<file path="config.mk">
export PLATFORM = sky130hd
export DESIGN_NAME = id_ex_operand_stage
export DESIGN_NICKNAME = d
export VERILOG_FILES = /design/src/rtl/id_ex_operand_stage_pkg.sv /design/src/rtl/id_ex_operand_stage_fwd_mux.sv /design/src/rtl/id_ex_operand_stage.sv
export SDC_FILE = /design/constraint.sdc
export NUM_CORES = 1
export LEC_CHECK = 0
export ABC_AREA = 1
export CAP_MARGIN = 15
export CORE_AREA = 2 2 145 147
export DETAILED_ROUTE_END_ITERATION = 7
export DIE_AREA = 0 0 147 149
export PLACE_DENSITY = 0.95
export REMOVE_ABC_BUFFERS = 1
export SLEW_MARGIN = 10
export SYNTH_ARGS = -nofsm -noshare
export SYNTH_HDL_FRONTEND = slang
export SYNTH_HIERARCHICAL = 1
export SYNTH_SLANG_ARGS = --single-unit
</file>
<file path="constraint.sdc">
create_clock -name clk -period 8.7 [get_ports clk]
set_clock_uncertainty 0.1 [all_clocks]
set_input_delay 0.87 -clock clk [delete_from_list [all_inputs] [get_ports clk]]
set_output_delay 0.87 -clock clk [all_outputs]
set_load 0.005 [all_outputs]
</file>
<file path="src/rtl/id_ex_operand_stage_pkg.sv">
// Shared constants for the MIPS150 ID/EX stage: ALU operation codes and
// operand-source selector encodings.
package id_ex_operand_stage_pkg;

  localparam logic [3:0] ALU_ADDU = 4'd0;
  localparam logic [3:0] ALU_SUBU = 4'd1;
  localparam logic [3:0] ALU_SLT  = 4'd2;
  localparam logic [3:0] ALU_SLTU = 4'd3;
  localparam logic [3:0] ALU_AND  = 4'd4;
  localparam logic [3:0] ALU_OR   = 4'd5;
  localparam logic [3:0] ALU_XOR  = 4'd6;
  localparam logic [3:0] ALU_LUI  = 4'd7;
  localparam logic [3:0] ALU_SLL  = 4'd8;
  localparam logic [3:0] ALU_SRA  = 4'd9;
  localparam logic [3:0] ALU_SRL  = 4'd10;
  localparam logic [3:0] ALU_NOR  = 4'd11;
  localparam logic [3:0] ALU_XXX  = 4'd15;

  localparam logic ASEL_RS = 1'b0;
  localparam logic ASEL_RT = 1'b1;

  typedef enum logic [1:0] {
    BSEL_RT    = 2'd0,
    BSEL_IMM   = 2'd1,
    BSEL_SHAMT = 2'd2,
    BSEL_RSVD  = 2'd3
  } bsel_e;

  // A bubble is an ADDU of zeros with no write-back: harmless if it leaks.
  localparam logic [3:0] ALUOP_BUBBLE = ALU_ADDU;

endpackage

</file>
<file path="src/rtl/id_ex_operand_stage_fwd_mux.sv">
// Operand forwarding mux: resolves one source register against the EX, MEM
// and WB producers (youngest first), falling back to register-file data.
module id_ex_operand_stage_fwd_mux
  import id_ex_operand_stage_pkg::*;
#(
  parameter int DATA_W = 32,
  parameter int REG_W  = 5
) (
  input  logic [REG_W-1:0]  src_i,
  input  logic [DATA_W-1:0] rf_data_i,
  input  logic              ex_we_i,
  input  logic [REG_W-1:0]  ex_dest_i,
  input  logic [DATA_W-1:0] ex_result_i,
  input  logic              mem_we_i,
  input  logic [REG_W-1:0]  mem_dest_i,
  input  logic [DATA_W-1:0] mem_result_i,
  input  logic              wb_we_i,
  input  logic [REG_W-1:0]  wb_dest_i,
  input  logic [DATA_W-1:0] wb_result_i,
  output logic [DATA_W-1:0] fwd_o
);

  always_comb begin
    if (src_i == '0)                               fwd_o = '0;
    else if (ex_we_i  && (ex_dest_i  == src_i))    fwd_o = ex_result_i;
    else if (mem_we_i && (mem_dest_i == src_i))    fwd_o = mem_result_i;
    else if (wb_we_i  && (wb_dest_i  == src_i))    fwd_o = wb_result_i;
    else                                           fwd_o = rf_data_i;
  end

endmodule

</file>
<file path="src/rtl/id_ex_operand_stage.sv">
// MIPS150 ID/EX pipeline register: forwards operands into registered ALU
// inputs, detects load-use hazards, handles flush/hold and counts stalls.
module id_ex_operand_stage
  import id_ex_operand_stage_pkg::*;
#(
  parameter int DATA_W = 32,
  parameter int REG_W  = 5,
  parameter int CNT_W  = 16
) (
  input  logic              clk,
  input  logic              rst,
  input  logic              id_valid,
  input  logic [REG_W-1:0]  id_rs,
  input  logic [REG_W-1:0]  id_rt,
  input  logic [DATA_W-1:0] id_rs_data,
  input  logic [DATA_W-1:0] id_rt_data,
  input  logic [DATA_W-1:0] id_imm,
  input  logic [4:0]        id_shamt,
  input  logic              id_asel,
  input  logic [1:0]        id_bsel,
  input  logic [3:0]        id_aluop,
  input  logic [REG_W-1:0]  id_dest,
  input  logic              id_reg_write,
  input  logic              id_mem_read,
  input  logic [DATA_W-1:0] ex_result,
  input  logic              mem_reg_write,
  input  logic [REG_W-1:0]  mem_dest,
  input  logic [DATA_W-1:0] mem_result,
  input  logic              wb_reg_write,
  input  logic [REG_W-1:0]  wb_dest,
  input  logic [DATA_W-1:0] wb_result,
  input  logic              flush,
  input  logic              hold,
  output logic              ex_valid,
  output logic              ex_reg_write,
  output logic              ex_mem_read,
  output logic [DATA_W-1:0] ex_a,
  output logic [DATA_W-1:0] ex_b,
  output logic [3:0]        ex_aluop,
  output logic [REG_W-1:0]  ex_dest,
  output logic [DATA_W-1:0] ex_rt_data,
  output logic              stall_id,
  output logic [CNT_W-1:0]  stall_cnt
);

  logic              ex_valid_q, ex_valid_d;
  logic              ex_reg_write_q, ex_reg_write_d;
  logic              ex_mem_read_q, ex_mem_read_d;
  logic [DATA_W-1:0] ex_a_q, ex_a_d;
  logic [DATA_W-1:0] ex_b_q, ex_b_d;
  logic [3:0]        ex_aluop_q, ex_aluop_d;
  logic [REG_W-1:0]  ex_dest_q, ex_dest_d;
  logic [DATA_W-1:0] ex_rt_data_q, ex_rt_data_d;
  logic [CNT_W-1:0]  stall_cnt_q, stall_cnt_d;

  logic              ex_fwd_en;
  logic [DATA_W-1:0] fwd_rs, fwd_rt;
  logic [DATA_W-1:0] operand_b;
  logic              load_use;
  logic              bubble;

  // A load in EX has no result yet, so it must not forward; bubbles never forward.
  assign ex_fwd_en = ex_valid_q & ex_reg_write_q & ~ex_mem_read_q;

  id_ex_operand_stage_fwd_mux #(.DATA_W(DATA_W), .REG_W(REG_W)) u_fwd_rs (
    .src_i        (id_rs),
    .rf_data_i    (id_rs_data),
    .ex_we_i      (ex_fwd_en),
    .ex_dest_i    (ex_dest_q),
    .ex_result_i  (ex_result),
    .mem_we_i     (mem_reg_write),
    .mem_dest_i   (mem_dest),
    .mem_result_i (mem_result),
    .wb_we_i      (wb_reg_write),
    .wb_dest_i    (wb_dest),
    .wb_result_i  (wb_result),
    .fwd_o        (fwd_rs)
  );

  id_ex_operand_stage_fwd_mux #(.DATA_W(DATA_W), .REG_W(REG_W)) u_fwd_rt (
    .src_i        (id_rt),
    .rf_data_i    (id_rt_data),
    .ex_we_i      (ex_fwd_en),
    .ex_dest_i    (ex_dest_q),
    .ex_result_i  (ex_result),
    .mem_we_i     (mem_reg_write),
    .mem_dest_i   (mem_dest),
    .mem_result_i (mem_result),
    .wb_we_i      (wb_reg_write),
    .wb_dest_i    (wb_dest),
    .wb_result_i  (wb_result),
    .fwd_o        (fwd_rt)
  );

  // Hazard is raised on index match alone, even if the operand is unused.
  assign load_use = id_valid & ex_valid_q & ex_mem_read_q & (ex_dest_q != '0) &
                    ((ex_dest_q == id_rs) | (ex_dest_q == id_rt));
  assign stall_id = hold | (load_use & ~flush);
  assign bubble   = flush | load_use | ~id_valid;

  always_comb begin
    case (bsel_e'(id_bsel))
      BSEL_RT:    operand_b = fwd_rt;
      BSEL_IMM:   operand_b = id_imm;
      BSEL_SHAMT: operand_b = {{(DATA_W-5){1'b0}}, id_shamt};
      default:    operand_b = '0;
    endcase
  end

  always_comb begin
    // NOTE: every next-state signal defaults to its current value first, so no
    // path through the if/else tree can leave one unassigned and infer a latch.
    ex_valid_d     = ex_valid_q;
    ex_reg_write_d = ex_reg_write_q;
    ex_mem_read_d  = ex_mem_read_q;
    ex_a_d         = ex_a_q;
    ex_b_d         = ex_b_q;
    ex_aluop_d     = ex_aluop_q;
    ex_dest_d      = ex_dest_q;
    ex_rt_data_d   = ex_rt_data_q;
    stall_cnt_d    = stall_cnt_q;

    if (!hold) begin
      if (bubble) begin
        ex_valid_d     = 1'b0;
        ex_reg_write_d = 1'b0;
        ex_mem_read_d  = 1'b0;
        ex_a_d         = '0;
        ex_b_d         = '0;
        ex_aluop_d     = ALUOP_BUBBLE;
      end else begin
        ex_valid_d     = 1'b1;
        ex_reg_write_d = id_reg_write;
        ex_mem_read_d  = id_mem_read;
        ex_a_d         = (id_asel == ASEL_RT) ? fwd_rt : fwd_rs;
        ex_b_d         = operand_b;
        ex_aluop_d     = id_aluop;
        ex_dest_d      = id_dest;
        ex_rt_data_d   = fwd_rt;
      end

      if (load_use && !flush && (stall_cnt_q != '1)) begin
        stall_cnt_d = stall_cnt_q + CNT_W'(1);
      end
    end
  end

  // NOTE: sequential state uses non-blocking assignments so every register
  // samples the pre-edge values regardless of statement order.
  always_ff @(posedge clk or posedge rst) begin
    if (rst) begin
      ex_valid_q     <= 1'b0;
      ex_reg_write_q <= 1'b0;
      ex_mem_read_q  <= 1'b0;
      ex_a_q         <= '0;
      ex_b_q         <= '0;
      ex_aluop_q     <= ALU_ADDU;
      ex_dest_q      <= '0;
      ex_rt_data_q   <= '0;
      stall_cnt_q    <= '0;
    end else begin
      ex_valid_q     <= ex_valid_d;
      ex_reg_write_q <= ex_reg_write_d;
      ex_mem_read_q  <= ex_mem_read_d;
      ex_a_q         <= ex_a_d;
      ex_b_q         <= ex_b_d;
      ex_aluop_q     <= ex_aluop_d;
      ex_dest_q      <= ex_dest_d;
      ex_rt_data_q   <= ex_rt_data_d;
      stall_cnt_q    <= stall_cnt_d;
    end
  end

  assign ex_valid     = ex_valid_q;
  assign ex_reg_write = ex_reg_write_q;
  assign ex_mem_read  = ex_mem_read_q;
  assign ex_a         = ex_a_q;
  assign ex_b         = ex_b_q;
  assign ex_aluop     = ex_aluop_q;
  assign ex_dest      = ex_dest_q;
  assign ex_rt_data   = ex_rt_data_q;
  assign stall_cnt    = stall_cnt_q;

endmodule

</file>
; ---- Word level (Yosys, flattened, before mapping)
; Index checks and enable logic that the tools add are counted.
[word_totals]
word_cells = 66
regBits = 124
in_bits = 238
out_inout_bits = 125
[classes]
eq_ne = 9
bitwise_logic = 16
n_mux = 16
reduce_logical = 15
addsub = 1
[op_table]
columns = op, n
row1 = $mux W32, 11
row2 = $pmux W32 S3, 1
row3 = $eq A5 B5 Y1, 6
row4 = $add A16 B1 Y16 const B, 1
row5 = $ne A16 B16 Y1 const B, 1
row6 = $logic_not A5 Y1, 2
row7 = $logic_and A1 B1 Y1, 8
row8 = $and A1 B1 Y1, 7
row9 = $not A1 Y1, 5
row10 = $reduce_bool A5 Y1, 1
row11 = $mux W4, 1
row12 = $or A1 B1 Y1, 4
row13 = $reduce_and A2 Y1, 2
row14 = $mux W1, 3
row15 = $eq A2 B1 Y1 const B, 1
row16 = $eq A2 B2 Y1 const B, 1
row17 = $logic_not A2 Y1, 1
row18 = $logic_not A1 Y1, 1

; ---- Logic depth before layout (Yosys ltp)
; Gate-level depths: netlist of run 1.
[logic_depth]
ltp_word = 8
mapped_depth = 14
mapped_depth_nobuf = 12

; ---- Hierarchy
; The synthesis of run 1 kept the hierarchy.
[modules_own_cells]
columns = module, n_inst, seq_area_each_um2, cells_per_inst, area_each_um2
row1 = id_ex_operand_stage, 1, 3103.0, 732, 6003.3
row2 = id_ex_operand_stage_fwd_mux, 2, 0.0, 421, 2033.2

; ---- Least setup slack after synthesis of run 1
; OpenSTA, ideal clock, no wires.
[synth_path]
kind = input-to-output
startpoint = input hold
endpoint = output stall_id
arrival_ps = 1553
t_required_ps = 7730
path_buffers = 2
setup_slack_ps = 6177
path_stages = 4
path_cell_list = clkbuf_1 > inv_1 > buf_1 > nand2_1
[synth_via]
elab_chain_len = 1
[synth_rtl]
columns = element, line_no
row1 = start: declaration, id_ex_operand_stage.sv:33  ; input logic hold,
row2 = $or A1 B1 Y1, id_ex_operand_stage.sv:98  ; assign stall_id = hold | (load_use & ~flush);
row3 = end: declaration, id_ex_operand_stage.sv:42  ; output logic stall_id,
; No other way between the ends.

; ---- Worst setup path after layout of run 1
[layout_path]
startpoint = input id_rt[3]
endpoint = register ex_b_q[18] (netlist: ex_b[18])
[layout_via]
elab_chain_len = 8
[layout_rtl]
columns = element, line_no
row1 = start: declaration, id_ex_operand_stage.sv:14  ; input logic [REG_W-1:0] id_rt,
row2 = $eq A5 B5 Y1, id_ex_operand_stage_fwd_mux.sv:27  ; else if (wb_we_i && (wb_dest_i == src_i)) fwd_o = wb_result_i;
row3 = $logic_and A1 B1 Y1, id_ex_operand_stage_fwd_mux.sv:27
row4 = $mux W32, id_ex_operand_stage_fwd_mux.sv:27
row5 = $mux W32, id_ex_operand_stage_fwd_mux.sv:26  ; else if (mem_we_i && (mem_dest_i == src_i)) fwd_o = mem_result_i;
row6 = $mux W32, id_ex_operand_stage_fwd_mux.sv:25  ; else if (ex_we_i && (ex_dest_i == src_i)) fwd_o = ex_result_i;
row7 = $mux W32 (*), id_ex_operand_stage_fwd_mux.sv:24  ; if (src_i == '0) fwd_o = '0;
row8 = via fwd_rt[18], id_ex_operand_stage.sv:57  ; logic [DATA_W-1:0] fwd_rs, fwd_rt;
row9 = $pmux W32 S3 (*), id_ex_operand_stage.sv:102  ; case (bsel_e'(id_bsel))
row10 = $mux W32 (*), id_ex_operand_stage.sv:124  ; if (bubble) begin
row11 = end signal: assignment, id_ex_operand_stage.sv:156  ; ex_b_q <= '0;
row12 = end signal: assignment, id_ex_operand_stage.sv:166  ; ex_b_q <= ex_b_d;
row13 = end: declaration, id_ex_operand_stage.sv:50  ; logic [DATA_W-1:0] ex_b_q, ex_b_d;
; The timed path passes the listed nets; every way through them passes the cells marked *.
; A chain may end at the register's enable or synchronous reset.

==> run metrics, run 1 <==
reg2reg path depth 12; critical path class in -> reg; commonest non-fill, non-tap cell in the layout clkdlybuf4s50_1; TritonCTS Sinks 124; Worst Hold Depth 2; largest family of logic cells by synthesized area simple AND/OR/NAND/NOR gates; Max VDD drop 0.126 mV; Post-CTS Setup Repair Bufs 0; fraction of layout cells with a size suffix above 1 0.0744; commonest cells after routing, fill and taps aside clkdlybuf4s50_1 (360), nand2_1 (325), inv_1 (325); count of pins over their slew limit 0; critical path arrival 4.35 ns; total of max-cap violations 0; # DRC 0; Critical Path End Type flop; post-CTS sizing 0; crit path time final 4.13 ns; Slew @ Worst Pin 1.23 ns; worst setup margin 4.57 ns; vias in the first global route 11.8k; Slew HR 0.176; Root Driver clkbuf_16; sequential area share after synthesis 0.308; Ant. Diodes 0; Congestion Overflow GR 0; Hold Crit Class reg -> reg; Final Hold Fails 0; worst slack at placement 4.30 ns; Initial DRC Count 1360; H-tree depth 4; worst skew pair latency 0.42 ns; Port Buffers 362; Compound-Gate Fraction of Synth Area 0.155; Synth Area in Simple Gates 0.311; IO Pins 363; Avg Cell Area, Syn 6.40 um^2; #FFs+latches synth 124; status complete, no violations; Distinct cells, synth 33; CP Max Fanout 33; Required @ worst endpoint 8.92 ns; Die Wd 147 um; Leak 7.23 nW; Initial Util 0.490; unrepaired setup endpoints after global routing no; area of the core 20600 um^2; Final ANT Viol Nets 0; Fin Setup TNS 0 ns; Hold Crit Start ex_b[31]; Final HPWL DP 26600 um; Area Growth Syn to Fin 40.2%; initial antenna violation count 0; Rows 53; DRT Pass-1 Iters 8; die boundary height 149 um; Die ar. 21900 um^2; adder-cell share of the synthesized area 0.00124; Max Clk Rate 242 MHz; Via density 5.59; WL per Instance 18.2 um; period utilisation layout 0.475; Placer Congestion 0.930; CTS tree done; cts hold-fix bufs 0; Reg clk slew, reported paths 0.06 ns; CTS Buffer Depth 2; startpoint types input port; final setup vio count 0; Total Nets Final 2108; largest net degree at the start of global routing 84; mux contribution to synthesized area 0.0318; WL final 39200 um; first-pass GRT wire length 60300 um; reg-to-reg critical path startpoint ex_valid; XOR/XNOR Fraction of Synth Area 0.00957; YS warnings 6; Post-Synthesis Cell Area 10100 um^2; clock buffer count from CTS 17; via count 12.1k; GRT Total Usage 0.347; Post-Syn Instances 1574; CP startpoint id_rt[3]; Power Dens Cells 134 nW/um^2
area by class of cell:
cell class / instances / area [um^2]
timing repair buffer: 369 / 3670
clock inverter: 14 / 149
inverter: 339 / 1270
multi-input combinational: 1018 / 5150
clock buffer: 17 / 425
fill: 1612 / 6440
tap: 275 / 344
sequential: 124 / 3100
sequential cells by signal (all words and copies together) (netlist names):
name and cells:
stall_cnt 16, ex_aluop 4, ex_valid 1, ex_a 32, ex_reg_write 1, ex_dest 5, ex_mem_read 1, ex_rt_data 32
ex_b 32
power by group:
part	total [W]	switching, W	internal, W	leakage [nW]
logic	0.000513	0.000252	0.000261	5.39
registers	0.000664	0.0000388	0.000625	1.57
clock network	0.000715	0.000295	0.000421	0.271
total	0.00189	0.000585	0.00131	7.23
synthesized netlist by cell type:
| cell | count | share of area |
|---|---|---|
| inv_1 | 326 | 0.12 |
| nand2_1 | 325 | 0.12 |
| o21ai_0 | 181 | 0.090 |
| nor2_1 | 126 | 0.047 |
| dfrtp_1 | 124 | 0.31 |
| nand3_1 | 95 | 0.047 |
| nand4_1 | 69 | 0.043 |
| nor2_2 | 48 | 0.030 |
| a21oi_1 | 45 | 0.022 |
| buf_2 | 32 | 0.016 |
| mux2i_1 | 32 | 0.032 |
| clkbuf_1 | 31 | 0.012 |
| buf_6 | 22 | 0.025 |
| a21oi_2 | 20 | 0.017 |
| o21ai_1 | 20 | 0.0099 |
| o21bai_1 | 16 | 0.012 |
| inv_2 | 13 | 0.0048 |
| xor2_1 | 9 | 0.0078 |
| nor3_1 | 6 | 0.0030 |
| nand3_4 | 5 | 0.0087 |
| nor2_4 | 5 | 0.0056 |
| buf_1 | 4 | 0.0015 |
| nand2_2 | 4 | 0.0025 |
| buf_4 | 3 | 0.0022 |
| a221oi_1 | 2 | 0.0017 |
| a31oi_1 | 2 | 0.0012 |
| nor2b_2 | 2 | 0.0017 |
| xnor2_1 | 2 | 0.0017 |
| clkbuf_2 | 1 | 0.00050 |
| ha_1 | 1 | 0.0012 |
| nand4_2 | 1 | 0.0012 |
| nor4_1 | 1 | 0.00062 |
| o22ai_1 | 1 | 0.00062 |
layer usage:
metal / wire, um / up-vias / global-route usage
li1: - / 5501 / -
met1: 14200 / 5540 / 0.406
met2: 18700 / 837 / 0.595
met3: 4260 / 173 / 0.0813
met4: 2010 / 0 / 0.180
met5: 0 / - / 0
critical path, stage by stage:
cell             delay [ns]
clkdlybuf4s50_1        0.62
inv_2                  0.08
nand2_1                0.06
nand2_1                0.08
nor2_4                 0.81
nand3_4                0.63
nand2_1                0.23
nand3_1                0.09
a21oi_1                0.28
inv_1                  0.11
o21ai_0                0.17
inv_1                  0.07
o21ai_0                0.22
logic make-up (layout without fill, tap and decap cells):
family                     after synthesis  count (layout)
adders and majority gates                1               1
DFF                                    124             124
AOI/OAI and AO/OA                      287             287
xor gates and xnor gates                11              11
and+or+nand+nor                        687             687
buffers and inverters                  432             739
muxes                                   32              32
through the flow:
| step | total power, W | cells | hold WS, ns | instance area (um^2) | utilization |
|---|---|---|---|---|---|
| final | 0.00189 | 2156 | 0.384 | 14100 | 0.687 |
| after global routing | 0.00197 | 2156 | 0.408 | 14100 | 0.687 |
| after CTS | 0.00189 | 2156 | 0.388 | 14100 | 0.687 |
| after detailed placement | 0.00118 | 2125 | 0.373 | 13500 | 0.659 |
| after global placement | 0.00116 | 2125 | 0.361 | 13500 | 0.659 |
| after floorplan | 0.000872 | 1481 | 0.369 | 9500 | - |
final timing paths:
| kind | end | slack, ns |
|---|---|---|
| worst min-delay path | ex_b[31] | 0.38 |
| worst max register to register | ex_b[18] | 5.32 |
| worst min register to register | ex_b[31] | 0.38 |
| min in group asynchronous | ex_aluop[3] | 0.82 |
| max in group asynchronous | ex_a[10] | 6.22 |
| worst max-delay path | ex_b[18] | 4.57 |
(Power assumes the default switching activity.)
==> run 2: changes to the inputs <==
--- a/config.mk
+++ b/config.mk
@@ -7,10 +7,10 @@
 export LEC_CHECK = 0
 export ABC_AREA = 1
 export CAP_MARGIN = 15
-export CORE_AREA = 2 2 145 147
+export CORE_AREA = 2 2 158 160
 export DETAILED_ROUTE_END_ITERATION = 7
-export DIE_AREA = 0 0 147 149
-export PLACE_DENSITY = 0.95
+export DIE_AREA = 0 0 160 162
+export PLACE_DENSITY = 0.89
 export REMOVE_ABC_BUFFERS = 1
 export SLEW_MARGIN = 10
 export SYNTH_ARGS = -nofsm -noshare
==> constraint.sdc (replaced) <==
create_clock -name clk -period 3.5 [get_ports clk]
set_clock_uncertainty 0.1 [all_clocks]
set_input_delay 0.35 -clock clk [delete_from_list [all_inputs] [get_ports clk]]
set_output_delay 0.35 -clock clk [all_outputs]
set_load 0.005 [all_outputs]
==> run metrics, run 2 (synthesized netlist as in run 1, its figures left out) <==
Fin Setup TNS 0 ns; GRT Total Usage 0.307; via count 12.0k; Final Hold Fails 0; DRT Pass-1 Iters 5; CTS tree done; Placer Congestion 0.913; status complete, no violations; H-tree depth 4; final setup vio count 0; initial antenna violation count 1; Critical Path End Type flop; Final Util 0.598; count of pins over their slew limit 0; Congestion Overflow GR 0; Initial Util 0.418; period utilisation layout 0.800; IO Pins 363; Port Buffers 362; largest net degree at the start of global routing 82; Die Wd 160 um; Tot Pwr 0.00465 W; Hold Crit Class in -> reg; Placed Area 13800 um^2; Total Nets Final 2129; Initial DRC Count 1262; Rows 57; Max VDD drop 0.243 mV; # DRC 0; Power Dens Cells 323 nW/um^2; Area Growth Syn to Fin 43.0%; Final HPWL DP 28800 um; critical path arrival 3.03 ns; crit path time final 2.80 ns; Die ar. 25900 um^2; WL per Instance 18.3 um; Layout Cell Area excl Fill 14400 um^2; TritonCTS Sinks 124; cts hold-fix bufs 0; Final ANT Viol Nets 0; Post-CTS Setup Repair Bufs 0; WL final 40900 um; Root Driver clkbuf_16; worst skew pair latency 0.41 ns; Leak 7.35 nW; startpoint types flop; Reg clk slew, reported paths 0.07 ns; Max Clk Rate 357 MHz; fraction of layout cells with a size suffix above 1 0.0872; commonest non-fill, non-tap cell in the layout clkdlybuf4s50_1; Slew HR 0.503; die boundary height 162 um; Via density 5.40; critical path class reg -> reg; area of the core 24100 um^2; clock buffer count from CTS 17; Required @ worst endpoint 3.73 ns; vias in the first global route 11.9k; commonest cells after routing, fill and taps aside clkdlybuf4s50_1 (360), nand2_1 (325), inv_1 (325); CP Max Fanout 23; post-CTS sizing 0; CTS Buffer Depth 2; first-pass GRT wire length 62700 um; Slew @ Worst Pin 0.744 ns; unrepaired setup endpoints after global routing no; total of max-cap violations 0
run 2: changes by cell type in the layout (fill, tap and decap cells not counted), sizes merged:
cell and delta:
buf +21, clkbuf +1, bufinv -2, diode +1, inv +4, clkinv -2
run 2: final cells by class:
cell class	count	area (um^2)
antenna	1	2.50
clock buffer	18	439
clock inverter	14	113
fill	2142	9700
inverter	339	1280
multi-input combinational	1018	5170
sequential	124	3100
tap	324	405
timing repair buffer	390	3890
run 2: path summary, 6_finish.rpt:
check / from / to / slack, ns / cells after the start
setup / recovery: ex_valid / ex_b[31] / 0.70 / 13
hold / removal: hold / ex_a[15] / 0.27 / 3
setup reg to reg: ex_valid / ex_b[31] / 0.70 / 13
hold reg to reg: ex_aluop[1] / ex_aluop[1] / 0.39 / 2
max in group asynchronous: rst / ex_a[29] / 2.20 / 3
min in group asynchronous: rst / ex_aluop[2] / 0.31 / 2
run 2: where the power goes:
group          internal (W)  switching (W)
Sequential          0.00155       0.000101
Combinational      0.000666       0.000641
Clock              0.000939       0.000754
run 2: layer usage:
| metal | up-vias | track usage | routed length (um) |
|---|---|---|---|
| li1 | 5553 | - | - |
| met1 | 5582 | 0.366 | 15700 |
| met2 | 760 | 0.523 | 19500 |
| met3 | 135 | 0.0718 | 3930 |
| met4 | 0 | 0.147 | 1730 |
| met5 | - | 0 | 0 |
run 2: worst max-delay path, stage by stage, from the launching register on:
cell,delay [ns]
dfrtp_1,0.39
inv_1,0.06
nor3_1,0.40
nand2_1,0.12
nor2_2,0.16
nand2_1,0.11
nor2b_4,0.28
buf_12,0.24
nor2_1,0.07
a21oi_1,0.29
inv_1,0.09
o21ai_0,0.17
inv_1,0.05
o21ai_0,0.16
run 2: per-stage QoR:
stage / instances / hold WS [ns] / worst slack (ns)
detailed placement: 2195 / 0.372 / 0.513
global route: 2228 / 0.264 / 0.435
global placement: 2195 / 0.365 / 0.573
finish: 2228 / 0.270 / 0.700
CTS: 2227 / 0.252 / 0.687
floorplan: 1481 / 0.367 / -0.249
==> run 3: changes to the inputs <==
==> constraint.sdc (replaced) <==
create_clock -name clk -period 2.4 [get_ports clk]
set_clock_uncertainty 0.1 [all_clocks]
set_input_delay 0.24 -clock clk [delete_from_list [all_inputs] [get_ports clk]]
set_output_delay 0.24 -clock clk [all_outputs]
set_load 0.005 [all_outputs]
==> run metrics, run 3 (synthesized netlist as in run 1, its figures left out) <==
WP buf/inv 4; Slew HR 0.590; IO Pins 363; vias in the first global route 12.8k; Max Clk Rate 436 MHz; WL per Instance 18.4 um; cts hold-fix bufs 0; initial antenna violation count 4; CP Max Fanout 6; die boundary height 162 um; gr busiest metal met2; total of max-cap violations 0; DRT Pass-1 Iters 6; final setup vio count 0; Required @ worst endpoint 2.63 ns; clock buffer count from CTS 17; via count 12.5k; Leak 7.90 nW; Critical Path, Cell by Cell nor3_4 > buf_6 > nand2_2 > nor2_4 > nand2_2 > nor2b_4 > buf_12 > buf_4 > nor2_1 > a21oi_2 > inv_1 > o21ai_0 > a31oi_1 > o21ai_0; Slowest cell on crit path dfrtp_1; Rows 57; GRT Total Usage 0.322; Placer Congestion 0.905; R2R Path End ex_b[4]; status complete, no violations; fillers 2014; CTS Buffer Depth 2; first-pass GRT wire length 65900 um; critical path arrival 2.53 ns; crit path time final 2.29 ns; TritonCTS Sinks 124; Reg clk slew, reported paths 0.07 ns; Critical Path End Type flop; met3 Use GR 0.0715; reg-to-reg critical path startpoint ex_mem_read; Die ar. 25900 um^2; startpoint types flop; Layout Cell Area excl Fill 15500 um^2; global routing met1 resource utilization 0.376; reg2reg path depth 14; Final Hold Fails 0; commonest cells after routing, fill and taps aside clkdlybuf4s50_1 (359), nand2_1 (323), inv_1 (320); Congestion Overflow GR 0; Final Util 0.642; Root Driver clkbuf_16; critical path depth 14; met2 usage 0.551; Max VDD drop 0.404 mV; worst skew pair latency 0.42 ns; Area Growth Syn to Fin 53.6%; Total Nets Final 2218; period utilisation layout 0.955; # DRC 0; WL final 42700 um; critical path class reg -> reg; commonest non-fill, non-tap cell in the layout clkdlybuf4s50_1; Initial DRC Count 1468; H-tree depth 4; Slew @ Worst Pin 0.615 ns; Final HPWL DP 30800 um; Initial Util 0.418; Port Buffers 362; Hold Crit Class in -> async; Die Wd 160 um; count of pins over their slew limit 0; Final ANT Viol Nets 0; Placed Area 14700 um^2; Worst R2R Setup Slack 0.11 ns; CP max stage delay 0.42 ns; Power Dens Cells 470 nW/um^2; largest net degree at the start of global routing 69; fraction of layout cells with a size suffix above 1 0.148; CTS tree done; Via density 5.38; area of the core 24100 um^2; CP delay by family, top simple AND/OR/NAND/NOR gates
-- run 3: changes by cell type in the layout (fill, tap and decap cells not counted), moves of 3 or more --
cell,delta
buf_4,+70
o21ai_0,-44
o21ai_1,+33
a21oi_1,-19
a21oi_2,+19
buf_12,+14
o21ai_2,+11
inv_1,-5
inv_2,+5
buf_6,+3
bufinv_16,+3
-- run 3: how the worst max path moves through the flow --
stage                 start      end  slack (ns)
6_report        ex_mem_read  ex_b[4]        0.11
5_1_grt            ex_valid  ex_b[1]       -0.03
4_1_cts        ex_reg_write  ex_b[6]       0.003
3_5_place_dp       id_rt[4]  ex_b[6]       -0.43
3_3_place_gp       id_rt[4]  ex_b[5]       -0.28
2_1_floorplan           rst  ex_a[0]       -1.24
-- run 3: power breakdown --
part	total, W	switching [W]	internal (W)
clock network	0.00275	0.00111	0.00164
registers	0.00238	0.000113	0.00227
logic	0.00215	0.00104	0.00111
total	0.00727	0.00226	0.00501
-- run 3: layout make-up --
class | instances | area (um^2) | share of cell area
Antenna cell | 3 | 7.51 | 0.000485
Tap cell | 324 | 405 | 0.0262
Clock inverter | 13 | 168 | 0.0108
Clock buffer | 18 | 429 | 0.0277
Timing Repair Buffer | 479 | 4770 | 0.308
Sequential cell | 124 | 3110 | 0.201
Multi-Input combinational cell | 1018 | 5310 | 0.343
Inverter | 339 | 1280 | 0.0826
-- run 3: repair_timing --
item | in CTS | in global routing
pin swaps | 9 | 20
setup buffers | 3 | 1
gates cloned | 0 | 1
gates resized for setup | 28 | 65
endpoints found under the setup margin | 27 | 59
-- run 3: layer usage --
layer,wire length [um],vias to the layer above
met5,0,-
met4,2320,0
met3,4180,204
met2,20400,822
met1,15800,5717
li1,-,5738
-- run 3: metrics by stage --
stage / setup slack, ns / setup TNS (ns) / power [W] / hold WS [ns] / std cells
floorplan: -1.24 / -160.17 / 0.00316 / 0.257 / 1481
global placement: -0.281 / -10.31 / 0.00441 / 0.364 / 2279
detailed placement: -0.431 / -15.12 / 0.00447 / 0.373 / 2279
CTS: 0.00310 / 0 / 0.00726 / 0.0670 / 2313
global route: -0.0294 / -0.0737 / 0.00760 / 0.0875 / 2317
finish: 0.107 / 0 / 0.00727 / 0.0696 / 2318
